<file path="config.mk">
export PLATFORM = sky130hd
export DESIGN_NAME = alu_sequencer
export DESIGN_NICKNAME = d
export VERILOG_FILES = /design/src/rtl/alu_sequencer.sv
export SDC_FILE = /design/constraint.sdc
export NUM_CORES = 1
export LEC_CHECK = 0
export BUFFER_PORTS_ARGS = -buffer_cell sky130_fd_sc_hd__clkbuf_2
export CORE_MARGIN = 1.5
export CORE_UTILIZATION = 53
export DETAILED_ROUTE_END_ITERATION = 16
export PLACE_DENSITY_LB_ADDON = 0.08
export SYNTH_ARGS = -nofsm -noshare
export SYNTH_HDL_FRONTEND = slang
export SYNTH_SLANG_ARGS = --single-unit
</file>
<file path="constraint.sdc">
create_clock -name clk -period 2.7 [get_ports clk]
set_input_delay 0.54 -clock clk [delete_from_list [all_inputs] [get_ports clk]]
set_output_delay 0.54 -clock clk [all_outputs]
set_load 0.1 [all_outputs]
</file>
<file path="src/rtl/alu_sequencer.sv">
// Sequencer driving the alu_datapath store_a/store_b/start/done protocol from a
// valid/ready command port and returning result/overflow on a valid/ready response port.
// Optional ALU_SEQ_STATS_EN adds saturating response/overflow/timeout counters.
module alu_sequencer #(
    parameter int DATA_WIDTH     = 8,
    parameter int TIMEOUT_CYCLES = 64
) (
    input  logic                  clk,
    input  logic                  reset,
    input  logic                  cmd_valid,
    output logic                  cmd_ready,
    input  logic [DATA_WIDTH-1:0] cmd_a,
    input  logic [DATA_WIDTH-1:0] cmd_b,
    input  logic [1:0]            cmd_opcode,
    output logic [DATA_WIDTH-1:0] alu_data,
    output logic [1:0]            opcode_value,
    output logic                  store_a,
    output logic                  store_b,
    output logic                  start,
    input  logic                  alu_done,
    input  logic [DATA_WIDTH-1:0] result,
    input  logic                  overflow_def,
    output logic                  rsp_valid,
    input  logic                  rsp_ready,
    output logic [DATA_WIDTH-1:0] rsp_result,
    output logic                  rsp_overflow,
    output logic                  rsp_timeout
`ifdef ALU_SEQ_STATS_EN
    ,
    output logic [15:0]           stat_ops,
    output logic [15:0]           stat_ovf,
    output logic [15:0]           stat_tmo
`endif
);

    localparam int CNT_W = (TIMEOUT_CYCLES > 2) ? $clog2(TIMEOUT_CYCLES) : 1;
    localparam logic [CNT_W-1:0] CNT_LAST = CNT_W'(TIMEOUT_CYCLES - 1);

    typedef enum logic [2:0] {
        IDLE   = 3'd0,
        LOAD_A = 3'd1,
        LOAD_B = 3'd2,
        EXEC   = 3'd3,
        DRAIN  = 3'd4,
        RESP   = 3'd5
    } state_t;

    state_t                state_q, state_d;
    logic                  cmd_ready_q, cmd_ready_d;
    logic [DATA_WIDTH-1:0] b_q, b_d;
    logic [DATA_WIDTH-1:0] alu_data_q, alu_data_d;
    logic [1:0]            opcode_q, opcode_d;
    logic                  store_a_q, store_a_d;
    logic                  store_b_q, store_b_d;
    logic                  start_q, start_d;
    logic [CNT_W-1:0]      cnt_q, cnt_d;
    logic                  rsp_valid_q, rsp_valid_d;
    logic [DATA_WIDTH-1:0] rsp_result_q, rsp_result_d;
    logic                  rsp_ovf_q, rsp_ovf_d;
    logic                  rsp_tmo_q, rsp_tmo_d;

`ifdef ALU_SEQ_STATS_EN
    logic [15:0] stat_ops_q, stat_ops_d;
    logic [15:0] stat_ovf_q, stat_ovf_d;
    logic [15:0] stat_tmo_q, stat_tmo_d;

    function automatic logic [15:0] sat_inc(input logic [15:0] v);
        return (v == 16'hFFFF) ? v : v + 16'd1;
    endfunction
`endif

    // Outputs are computed one cycle ahead from the next state so every port is a flop.
    always_comb begin
        state_d      = state_q;
        cmd_ready_d  = 1'b0;
        b_d          = b_q;
        alu_data_d   = alu_data_q;
        opcode_d     = opcode_q;
        store_a_d    = 1'b0;
        store_b_d    = 1'b0;
        start_d      = 1'b0;
        cnt_d        = cnt_q;
        rsp_valid_d  = 1'b0;
        rsp_result_d = rsp_result_q;
        rsp_ovf_d    = rsp_ovf_q;
        rsp_tmo_d    = rsp_tmo_q;
`ifdef ALU_SEQ_STATS_EN
        stat_ops_d   = stat_ops_q;
        stat_ovf_d   = stat_ovf_q;
        stat_tmo_d   = stat_tmo_q;
`endif
        case (state_q)
            IDLE: begin
                cmd_ready_d = 1'b1;
                if (cmd_valid && cmd_ready_q) begin
                    state_d     = LOAD_A;
                    cmd_ready_d = 1'b0;
                    store_a_d   = 1'b1;
                    alu_data_d  = cmd_a;
                    opcode_d    = cmd_opcode;
                    b_d         = cmd_b;
                end
            end
            LOAD_A: begin
                state_d    = LOAD_B;
                store_b_d  = 1'b1;
                alu_data_d = b_q;
            end
            LOAD_B: begin
                state_d = EXEC;
                start_d = 1'b1;
                cnt_d   = '0;
            end
            EXEC: begin
                cnt_d = cnt_q + CNT_W'(1);
                // A done arriving on the last allowed cycle still counts as success.
                if (alu_done) begin
                    state_d      = DRAIN;
                    rsp_result_d = result;
                    rsp_ovf_d    = overflow_def;
                    rsp_tmo_d    = 1'b0;
                end else if (cnt_q == CNT_LAST) begin
                    state_d      = DRAIN;
                    rsp_result_d = '0;
                    rsp_ovf_d    = 1'b0;
                    rsp_tmo_d    = 1'b1;
                end else begin
                    start_d = 1'b1;
                end
            end
            DRAIN: begin
                state_d     = RESP;
                rsp_valid_d = 1'b1;
            end
            RESP: begin
                if (rsp_ready) begin
                    state_d     = IDLE;
                    cmd_ready_d = 1'b1;
`ifdef ALU_SEQ_STATS_EN
                    stat_ops_d  = sat_inc(stat_ops_q);
                    if (rsp_ovf_q) stat_ovf_d = sat_inc(stat_ovf_q);
                    if (rsp_tmo_q) stat_tmo_d = sat_inc(stat_tmo_q);
`endif
                end else begin
                    rsp_valid_d = 1'b1;
                end
            end
            default: begin
                state_d     = IDLE;
                cmd_ready_d = 1'b1;
            end
        endcase
    end

    always_ff @(posedge clk) begin
        if (reset) begin
            state_q      <= IDLE;
            cmd_ready_q  <= 1'b1;
            b_q          <= '0;
            alu_data_q   <= '0;
            opcode_q     <= '0;
            store_a_q    <= 1'b0;
            store_b_q    <= 1'b0;
            start_q      <= 1'b0;
            cnt_q        <= '0;
            rsp_valid_q  <= 1'b0;
            rsp_result_q <= '0;
            rsp_ovf_q    <= 1'b0;
            rsp_tmo_q    <= 1'b0;
`ifdef ALU_SEQ_STATS_EN
            stat_ops_q   <= '0;
            stat_ovf_q   <= '0;
            stat_tmo_q   <= '0;
`endif
        end else begin
            state_q      <= state_d;
            cmd_ready_q  <= cmd_ready_d;
            b_q          <= b_d;
            alu_data_q   <= alu_data_d;
            opcode_q     <= opcode_d;
            store_a_q    <= store_a_d;
            store_b_q    <= store_b_d;
            start_q      <= start_d;
            cnt_q        <= cnt_d;
            rsp_valid_q  <= rsp_valid_d;
            rsp_result_q <= rsp_result_d;
            rsp_ovf_q    <= rsp_ovf_d;
            rsp_tmo_q    <= rsp_tmo_d;
`ifdef ALU_SEQ_STATS_EN
            stat_ops_q   <= stat_ops_d;
            stat_ovf_q   <= stat_ovf_d;
            stat_tmo_q   <= stat_tmo_d;
`endif
        end
    end

    assign cmd_ready    = cmd_ready_q;
    assign alu_data     = alu_data_q;
    assign opcode_value = opcode_q;
    assign store_a      = store_a_q;
    assign store_b      = store_b_q;
    assign start        = start_q;
    assign rsp_valid    = rsp_valid_q;
    assign rsp_result   = rsp_result_q;
    assign rsp_overflow = rsp_ovf_q;
    assign rsp_timeout  = rsp_tmo_q;
`ifdef ALU_SEQ_STATS_EN
    assign stat_ops     = stat_ops_q;
    assign stat_ovf     = stat_ovf_q;
    assign stat_tmo     = stat_tmo_q;
`endif

endmodule

</file>
---- Word-level counts from Yosys, hierarchy flattened ----
Cells that the tools add are included.
cells by class
  $add $sub $neg .......................... 1
  equal/unequal tests ..................... 9
  muxes and demuxes ....................... 24
  bitwise gates (word level) .............. 1
  reduce and logical (&&, ||, !) cells .... 11
operators by type and width
  kind                                                              count
  8-bit 2-to-1 mux                                                  3
  3-bit one-hot mux with 6 select lines                             1
  8-bit one-hot mux with 2 select lines                             1
  3-bit 2-to-1 mux                                                  4
  6-bit one-hot mux with 2 select lines                             1
  1-bit 2-to-1 mux                                                  11
  6-bit by 1-bit adder with 6-bit output (second input constant)    1
  3-bit by 2-bit == test with 1-bit output (second input constant)  2
  3-bit == test (second input constant)                             2
  6-bit == test (second input constant)                             1
  2-bit AND reduction                                               3
  2-bit nonzero test                                                3
  2-bit != test (second input constant)                             2
  1-bit one-hot mux with 2 select lines                             2
  4-bit OR reduction                                                1
  3-bit by 1-bit == test with 1-bit output (second input constant)  1
  3-bit logical NOT                                                 1
  3-bit != test (second input constant)                             1
  1-bit one-hot mux with 3 select lines                             1
  3-bit AND reduction                                               1
  2-bit OR reduction                                                1
  1-bit logical AND                                                 1
  1-bit inverter                                                    1
word-level totals
  flip-flop bits (word level) ............. 42
  bits of input ports ..................... 32
  output and inout port bits .............. 25
  word-level logic and storage cells ...... 59

---- Logic depth before layout (Yosys ltp) ----
Gate-level depths: netlist of run 1.
  depth after elaboration ................. 4
  gate-level depth with buffers ........... 7
  mapped depth without buffers ............ 5

---- Least setup slack after synthesis of run 1 ----
Ideal clock, no wire load.
  path type ............................... reg-to-reg
  from .................................... register cmd_ready_q (netlist: cmd_ready)
  to ...................................... register opcode_q[1] (netlist: opcode_value[1])
  library setup time ...................... 0.132 ns
  arrival ................................. 1.761 ns
  data required time ...................... 2.568 ns
  slack ................................... 0.807 ns
  cell stages (with the launch flop) ...... 5
  path buffers ............................ 1
  clock period less this slack ............ 1.893 ns
  path through ............................ dfxtp_1 > nand4_2 > clkbuf_1 > nand2_1 > a21oi_1
on the way
  cells in the longest elaborated chain, start to end .. 2
RTL lines
  what                                  line  source
  start, declared                       49    logic cmd_ready_q, cmd_ready_d;
  start signal, assigned                177   cmd_ready_q <= cmd_ready_d;
  1-bit logical AND                     95    if (cmd_valid && cmd_ready_q) begin
  2-bit AND reduction (no source line)  n/a
  end signal, assigned                  180   opcode_q <= opcode_d;
  end, declared                         52    logic [1:0] opcode_q, opcode_d;
Every way passes these cells.
A chain may end at the register's enable or synchronous reset.

---- Worst setup path in the final report of run 1 ----
  from .................................... register cmd_ready_q (netlist: cmd_ready)
  to ...................................... output port cmd_ready
RTL lines
  what           line  source
  end, declared  11    output logic cmd_ready,
No word-level cell between the ends.

==> results.sh, run 1 <==
export IMPL_core_area_um2=3130
export IMPL_clock_root_buffer="clkbuf_4"
export IMPL_hold_viol_final=0
export IMPL_worst_pin_slew_ns=0.603
export IMPL_post_cts_buffers=0
export IMPL_grt_pass1_vias=1305
export IMPL_post_cts_resize_count=0
export IMPL_synth_area_leaders="dfxtp_1 (47%), nand2_1 (11%), a21oi_1 (8.1%)"
export IMPL_die_h_um=61
export IMPL_rsz0062_at_grt="no"
export IMPL_drive_above_1_share_pct=30.1
export IMPL_min_path_type="in -> reg"
export IMPL_synthFlopType="dfxtp_1"
export IMPL_path_class="reg -> out"
export IMPL_dp_hpwl_um=2460
export IMPL_fin_cells=303
export IMPL_synth_fp_nets=243
export IMPL_layout_min_cycle_time_ns=1.78
export IMPL_slowest_stage="clkbuf_2"
export IMPL_ioPinCount=57
export IMPL_drt_iter0_markers=76
export IMPL_place_congestion=0.825
export IMPL_drt_first_pass_iters=4
export IMPL_ant_nets=0
export IMPL_setup_viol=0
export IMPL_hp_start="cmd_b[5]"
export IMPL_grt_pass1_wl_um=5690
export IMPL_vias_per_cell=5.16
export IMPL_fin_crit_sh_pct=65.9
export IMPL_status="complete, no violations"
export IMPL_rows=20
export IMPL_route_detailed_drc=0
export IMPL_clk_pin_slew_ns=0.11
export IMPL_path_delay_family="buffers and inverters"
export IMPL_crit_fanout=4
export IMPL_vdd_ir_drop_max_mv=0.571
export IMPL_async_flop_share_pct=0
export IMPL_max_slew_margin_rel_pct=59.8
export IMPL_syn_avg_cell_area_um2=8.49
export IMPL_fillers=311
export IMPL_die_area_um2=3720
export IMPL_synth_top_cell_area_share_pct=47.2
export IMPL_cellPowerDensity_nw_per_um2=767
export IMPL_antenna_found_initial=0
export IMPL_fin_setup_tns_ns=0
export IMPL_syn2layout_area_growth_pct=16.4
export IMPL_synth_distinct_cells=38
export IMPL_cts_made_buffers=5
export IMPL_synth_seq_area_share_pct=47.2
export IMPL_endpoint_kind="primary output"
export IMPL_timing_rr_end="rsp_result[1]"
export IMPL_rrSetupSlack_ns=0.94
export IMPL_r2r_cells=4
export IMPL_cts_tree="done"
export IMPL_yosysTopAreaCell="dfxtp_1"
export IMPL_holdPathStages=3
export IMPL_start_util_pct=57.0
export IMPL_synth_edff_count=0
export IMPL_fin_skew_ns=0.00547
export IMPL_vias=1562
export IMPL_synth_seq_cells=42
export IMPL_holdPathEnd="b_q[5]"
export IMPL_final_util_pct=66.4
export IMPL_cp_buffers_inverters=1
export IMPL_place_inst=296
export IMPL_slowest_delay_ns=0.48
export IMPL_grtUsageTotal_pct=20.5
export IMPL_port_buffers=56
export IMPL_hold_buffers=0
export IMPL_leakage_uw=0.000847
export IMPL_fmax_ghz=0.562
export IMPL_grt_max_degree=26
export IMPL_worstPathRequired_ns=2.16
export IMPL_synth_area_um2=1780
export IMPL_yosysWarnings=0
export IMPL_maxCapViolCount=0
export IMPL_cts_sinks=42
export IMPL_fp_dieW_um=61
export IMPL_nets=292
export IMPL_clk_path_buf_depth=2
export IMPL_clk_latency_ns=0.35
export IMPL_wire_per_inst_um=11.7
export IMPL_routed_wl_um=3540
export IMPL_h_tree_depth=2
export IMPL_worstPathArrival_ns=1.24
export IMPL_gr_total_overflow=0
export IMPL_r2r_start="state_q[0]"
export IMPL_syn_inst=210
export IMPL_crit_chain="clkbuf_2"
export IMPL_diodes=0
export IMPL_slew_violations=0
export IMPL_start_kind="register"
## area by class of cell
class                   count  area (um^2)  area share, %
flip-flops and latches     42          841           40.5
multi-input cells         150          828           39.9
repair buffers             57          288           13.9
well taps                  44         55.1           2.65
clock buffers               5         37.5           1.81
inverters                   3         16.3          0.784
clock inverters             2         10.0          0.482
## metrics by stage
stage / instance area [um^2] / total power (uW) / setup WS (ns) / hold slack, ns
3_5_place_dp: 2030 / 1320 / 0.948 / 0.447
5_1_grt: 2080 / 1680 / 0.679 / 0.384
3_3_place_gp: 2030 / 1320 / 0.942 / 0.444
4_1_cts: 2080 / 1600 / 0.908 / 0.382
6_report: 2080 / 1590 / 0.922 / 0.394
2_1_floorplan: 1780 / 1260 / 0.807 / 0.437
## tightest hold or removal path, stage by stage
cell	delay [ns]
clkbuf_2	0.08
nand2_1	0.04
a21oi_1	0.05
## power by group
part,leakage [uW],internal (uW),switching (uW)
sequential,0.000342,680,49.6
clock,0.0000308,93.7,195
combinational,0.000474,123,451
## cell usage after synthesis (4+ instances only)
master	number
a21oi_1	29
nor2_1	16
a311oi_2	8
clkbuf_1	7
o21ai_0	11
nand3_1	4
dfxtp_1	42
nor3_1	4
nand2_1	52
## routing by layer
| metal | up-vias | wire length, um | part of all wire (%) | GRT usage [%] |
|---|---|---|---|---|
| li1 | 819 | - | - | - |
| met3 | 6 | 220 | 6.2 | 4.26 |
| met4 | 0 | 55 | 1.6 | 9.94 |
| met2 | 44 | 1560 | 44 | 29.6 |
| met5 | - | 0 | 0 | 0 |
| met1 | 693 | 1700 | 48 | 29.2 |
## how the worst max path moves through the flow
stage	startpoint	end	slack (ns)	depth (start not counted)
after floorplan	cmd_ready	opcode_value[1]	0.81	4
after global placement	cmd_valid	alu_data[3]	0.94	4
after detailed placement	cmd_valid	alu_data[7]	0.95	4
after CTS	cmd_ready	cmd_ready	0.91	1
after global routing	state_q[0]	rsp_result[6]	0.68	4
final	cmd_ready	cmd_ready	0.92	1
## cell usage in the layout, fill, tap and decap left out, drive strengths merged
cell type,netlist,routed
nor2b,1,1
or3,3,3
a21oi,29,29
a22oi,2,2
nand4b,1,1
nor3b,1,1
o21a,2,2
ha,1,1
nor2,18,18
buf,7,1
mux2i,1,1
xnor2,1,1
nand2b,1,1
nor3,4,4
inv,3,3
clkinv,0,2
and4,2,2
nand3,4,4
nand2,52,52
and2,1,1
nand4,1,1
a311oi,8,8
clkbuf,8,61
dfxtp,42,42
nor4,1,1
o21ai,11,11
o221ai,1,1
or2,1,1
nand3b,2,2
a221oi,1,1
## flip-flops by register name (all words and copies together) (netlist names)
| register | cells |
|---|---|
| cnt_q | 6 |
| rsp_valid | 1 |
| b_q | 8 |
| store_b | 1 |
| rsp_overflow | 1 |
| opcode_value | 2 |
| store_a | 1 |
| cmd_ready | 1 |
| rsp_timeout | 1 |
| alu_data | 8 |
| rsp_result | 8 |
| state_q | 3 |
| start | 1 |
## cell families after synthesis
logic type,synth area share (%)
xor gates and xnor gates,0.491
AOI/OAI and AO/OA,20.6
DFF,47.2
and+or+nand+nor,24.1
buffers and inverters,6.39
adders and majority gates,0.702
muxes,0.561
Power figures use the tool's default switching activity.
==> inputs of run 2 (changes only) <==
- ABC_AREA: not set -> 1
- CORE_UTILIZATION: 53 -> 44
- clock period: 2.7 -> 1.5 ns (I/O delays scaled with it)
==> results.sh, run 2 <==
export IMPL_status="complete, no violations"
export IMPL_grt_max_degree=22
export IMPL_antenna_found_initial=0
export IMPL_route_detailed_drc=0
export IMPL_fin_skew_ns=0.00586
export IMPL_synth_edff_count=0
export IMPL_slowest_delay_ns=0.46
export IMPL_final_util_pct=58.5
export IMPL_grt_pass1_wl_um=6460
export IMPL_post_cts_buffers=0
export IMPL_max_slew_margin_rel_pct=63.9
export IMPL_fin_setup_tns_ns=0
export IMPL_post_cts_resize_count=0
export IMPL_core_area_um2=3720
export IMPL_grt_pass1_vias=1415
export IMPL_hold_viol_final=0
export IMPL_path_class="reg -> out"
export IMPL_syn_inst=229
export IMPL_multiInputGateArea_um2=737
export IMPL_routed_wl_um=3780
export IMPL_syn_avg_cell_area_um2=7.51
export IMPL_final_cell_mix="nand2_1 (58), clkbuf_2 (54), dfxtp_1 (40)"
export IMPL_critPathLaunch="alu_data[7]"
export IMPL_cellPowerDensity_nw_per_um2=2080
export IMPL_ant_nets=0
export IMPL_fin_crit_sh_pct=94.4
export IMPL_drive_above_1_share_pct=29.0
export IMPL_path_delay_family="buffers and inverters"
export IMPL_leakage_uw=0.00100
export IMPL_clk_path_buf_depth=2
export IMPL_synth_common_cells="nand2_1 (58), dfxtp_1 (42), a21oi_1 (31)"
export IMPL_slew_violations=0
export IMPL_synth_most_common_cell="nand2_1"
export IMPL_holdPathStages=3
export IMPL_cts_sinks=42
export IMPL_vias=1633
export IMPL_min_path_type="in -> reg"
export IMPL_hold_buffers=0
export IMPL_vdd_ir_drop_max_mv=1.06
export IMPL_synth_area_um2=1720
export IMPL_rrSetupSlack_ns=0.20
export IMPL_slowest_stage="clkbuf_2"
export IMPL_clock_root_buffer="clkbuf_8"
export IMPL_clk_latency_ns=0.30
export IMPL_synth_seq_cells=42
export IMPL_place_congestion=0.881
export IMPL_ioPinCount=57
export IMPL_synthFlopType="dfxtp_1"
export IMPL_synth_seq_area_share_pct=48.9
export IMPL_maxCapViolCount=0
export IMPL_fillers=385
export IMPL_die_h_um=65.5
export IMPL_crit_chain="clkbuf_2"
export IMPL_seqCellArea_um2=843
export IMPL_cp_buffers_inverters=1
export IMPL_synth_distinct_cells=26
export IMPL_power_uw=4520
export IMPL_h_tree_depth=2
export IMPL_setup_viol=0
export IMPL_yosysWarnings=0
export IMPL_clk_pin_slew_ns=0.08
export IMPL_synth_fp_nets=262
export IMPL_cts_tree="done"
export IMPL_timing_rr_end="alu_data[1]"
export IMPL_start_util_pct=46.3
export IMPL_diodes=0
export IMPL_fp_dieW_um=65.5
export IMPL_layout_min_cycle_time_ns=1.42
export IMPL_endpoint_kind="primary output"
export IMPL_r2r_cells=5
export IMPL_async_flop_share_pct=0
export IMPL_fin_hold_ws_ns=0.225
export IMPL_rows=22
export IMPL_worst_pin_slew_ns=0.544
export IMPL_layout_commonest_cell="nand2_1"
export IMPL_worstPathArrival_ns=1.12
export IMPL_wire_per_inst_um=11.2
export IMPL_nets=322
export IMPL_drt_first_pass_iters=4
export IMPL_die_area_um2=4290
export IMPL_synth_area_leaders="dfxtp_1 (49%), nand2_1 (13%), a21oi_1 (9.0%)"
export IMPL_port_buffers=56
export IMPL_synth_top_cell_area_share_pct=48.9
export IMPL_syn2layout_area_growth_pct=26.3
export IMPL_hp_start="result[6]"
export IMPL_cts_made_buffers=5
export IMPL_holdPathEnd="rsp_result[6]"
export IMPL_gr_total_overflow=0
export IMPL_crit_fanout=2
export IMPL_fmax_ghz=0.706
export IMPL_r2r_start="state_q[0]"
export IMPL_yosysTopAreaCell="dfxtp_1"
export IMPL_start_kind="register"
export IMPL_vias_per_cell=4.83
export IMPL_grtUsageTotal_pct=19.9
export IMPL_drt_iter0_markers=81
export IMPL_dp_hpwl_um=2820
export IMPL_worstPathRequired_ns=1.20
export IMPL_rsz0062_at_grt="no"
-- run 2: changes by cell type after synthesis, sizes merged, moves of 6 or more --
cell	before	now
clkbuf	8	2
inv	3	25
nand3	4	20
a311oi	8	0
o21ai	11	17
nand2	52	61
-- run 2: final cells by class --
class | count | share of cell area, %
flip-flops and latches | 42 | 38.8
multi-input cells | 153 | 33.9
repair buffers | 62 | 15.8
clock buffers | 6 | 3.80
inverters | 25 | 4.32
well taps | 48 | 2.76
clock inverters | 2 | 0.576
-- run 2: worst max path at each step --
stage | slack, ns | cells after the start | endpoint
floorplan | 0.1 | 7 | alu_data[1]
global placement | 0.20 | 8 | rsp_result[4]
detailed placement | 0.15 | 8 | rsp_result[0]
CTS | 0.08 | 1 | alu_data[7]
global route | 0.02 | 5 | alu_data[0]
finish | 0.08 | 1 | alu_data[7]
-- run 2: logic make-up after synthesis --
kind of cell,Yosys count,share of synthesized area (%)
buffers and inverters,34,8.37
and+or+nand+nor,101,26.8
adders and majority gates,1,0.728
DFF,42,48.9
AOI/OAI and AO/OA,51,15.2
-- run 2: routing by layer --
metal | part of all wire [%] | vias up | GRT usage (%)
met2 | 40 | 57 | 28.7
met5 | 0 | - | 0
met4 | 1.8 | 0 | 8.59
li1 | - | 872 | -
met3 | 7.4 | 5 | 6.34
met1 | 51 | 699 | 27.2
-- run 2: through the flow --
| stage | setup slack, ns | cells | instance area [um^2] |
|---|---|---|---|
| final | 0.0834 | 338 | 2170 |
| after global routing | 0.0233 | 338 | 2170 |
| after CTS | 0.0809 | 338 | 2170 |
| after detailed placement | 0.148 | 330 | 2070 |
| after global placement | 0.201 | 330 | 2070 |
| after floorplan | 0.0954 | 229 | 1720 |
-- run 2: report_power, final --
group	internal, uW	switching, uW
Sequential	1370	163
Combinational	500	1720
Clock	370	398
Total	2240	2280
==> inputs of run 3 (changes only) <==
- CORE_UTILIZATION: 44 -> 49
- clock period: 1.5 -> 1.35 ns (I/O delays scaled with it)
==> results.sh, run 3 (synthesis results as in run 2) <==
export IMPL_place_ws_ns=0.0139
export IMPL_core_area_um2=3360
export IMPL_cellPowerDensity_nw_per_um2=2150
export IMPL_final_cell_mix="nand2_1 (56), dfxtp_1 (37), a21oi_1 (31), clkbuf_2 (31), buf_12 (24)"
export IMPL_drt_iter0_markers=79
export IMPL_hold_viol_final=0
export IMPL_leakage_uw=0.00116
export IMPL_min_path_type="in -> reg"
export IMPL_fin_skew_ns=0.00527
export IMPL_fin_crit_sh_pct=94.1
export IMPL_layout_commonest_cell="nand2_1"
export IMPL_critPathLaunch="cnt_q[0]"
export IMPL_clk_pin_slew_ns=0.12
export IMPL_max_slew_margin_rel_pct=78.7
export IMPL_start_kind="register"
export IMPL_place_congestion=0.853
export IMPL_seqCellArea_um2=852
export IMPL_r2r_cells=8
export IMPL_syn2layout_area_growth_pct=52.4
export IMPL_finalWorstSetupSlack_ns=0.0799
export IMPL_h_tree_depth=2
export IMPL_vias=1721
export IMPL_fin_hold_ws_ns=0.124
export IMPL_fmax_ghz=0.787
export IMPL_grt_pass1_vias=1588
export IMPL_path_class="reg -> reg"
export IMPL_start_util_pct=51.1
export IMPL_worstPathArrival_ns=1.54
export IMPL_fin_area_um2=2620
export IMPL_grt_max_degree=20
export IMPL_power_uw=5640
export IMPL_die_area_um2=3870
export IMPL_diodes=0
export IMPL_dpl_cell_area_um2=2460
export IMPL_fillers=264
export IMPL_fp_dieW_um=62.2
export IMPL_r2r_start="cnt_q[0]"
export IMPL_hp_start="result[1]"
export IMPL_worst_pin_slew_ns=0.318
export IMPL_cts_made_buffers=5
export IMPL_setup_viol=0
export IMPL_holdPathStages=3
export IMPL_worstPathRequired_ns=1.62
export IMPL_rows=21
export IMPL_routed_wl_um=4240
export IMPL_die_h_um=62.2
export IMPL_vdd_ir_drop_max_mv=1.20
export IMPL_clk_path_buf_depth=2
export IMPL_grt_pass1_wl_um=7090
export IMPL_maxCapViolCount=0
export IMPL_cts_tree="done"
export IMPL_clock_root_buffer="clkbuf_4"
export IMPL_port_buffers=56
export IMPL_crit_fanout=5
export IMPL_ant_nets=0
export IMPL_ioPinCount=57
export IMPL_antenna_found_initial=0
export IMPL_wire_per_inst_um=12.2
export IMPL_vias_per_cell=4.96
export IMPL_drive_above_1_share_pct=33.6
export IMPL_rrSetupSlack_ns=0.08
export IMPL_holdPathEnd="rsp_result[1]"
export IMPL_gr_total_overflow=0
export IMPL_timing_rr_end="rsp_overflow"
export IMPL_cts_sinks=42
export IMPL_slew_violations=0
export IMPL_nets=333
export IMPL_route_detailed_drc=0
export IMPL_final_util_pct=77.9
export IMPL_drt_first_pass_iters=5
export IMPL_layout_min_cycle_time_ns=1.27
export IMPL_status="complete, no violations"
export IMPL_endpoint_kind="register"
export IMPL_multiInputGateArea_um2=782
export IMPL_dp_hpwl_um=3020
export IMPL_clk_latency_ns=0.36
export IMPL_grtUsageTotal_pct=23.0
[run 3: cell types whose count changed in the layout (fill, tap and decap cells not counted), moves of 2 or more]
cell and change:
buf_12 +23, clkbuf_2 -23, buf_4 +9, clkbuf_4 +5
clkbuf_8 -3, dfxtp_1 -3, o21ai_0 -3, o21ai_1 +3
dfxtp_4 +2, nand2_1 -2, nand2_4 +2
[run 3: critical path, cell delays in order (launching register included)]
cell,delay (ns)
dfxtp_2,0.37
ha_1,0.16
nand2_1,0.08
nor2_2,0.14
nand2_2,0.09
nand2_2,0.11
nand2_2,0.10
nand2_1,0.07
a21oi_1,0.06
[run 3: worst max-delay path by stage]
stage | cells past startpoint | slack, ns | endpoint
floorplan | 2 | 0.06 | alu_data[1]
global placement | 8 | 0.07 | rsp_result[2]
detailed placement | 8 | 0.01 | rsp_result[2]
CTS | 7 | 0.01 | rsp_result[4]
global route | 8 | -0.002 | state_q[2]
finish | 8 | 0.08 | rsp_overflow
[run 3: through the flow]
step                 TNS, ns  std cells
floorplan                  0        229
global placement           0        334
detailed placement         0        334
CTS                        0        343
global route        -0.00226        347
finish                     0        347
[run 3: routing by layer]
metal  up-vias  wire [um]  GRT usage (%)
met1       750       1850           27.4
met2        71       2070           39.0
met4         0         48           10.0
met5         -          0              0
li1        893          -              -
met3         7        277           6.52
[run 3: cell type report]
class / count / share of cell area (%)
clock buffer: 8 / 3.01
timing repair buffer: 71 / 28.8
inverter: 25 / 3.58
sequential: 42 / 32.5
tap: 46 / 2.20
multi-input combinational: 155 / 29.8
[run 3: where the power goes]
part / switching, uW / internal [uW] / leakage, uW
Sequential: 217 / 1540 / 0.000344
Combinational: 2040 / 1090 / 0.000769
Clock: 396 / 356 / 0.0000446
[run 3: timing repair]
item | 4_1_cts | 5_1_grt
setup endpoints to repair | 9 | 29
resized for setup | 2 | 14
gates cloned | 1 | 1
buffers inserted | 0 | 3
pin swaps | 1 | 3
hold buffers | 0 | 0
hold endpoints to repair | 0 | 0
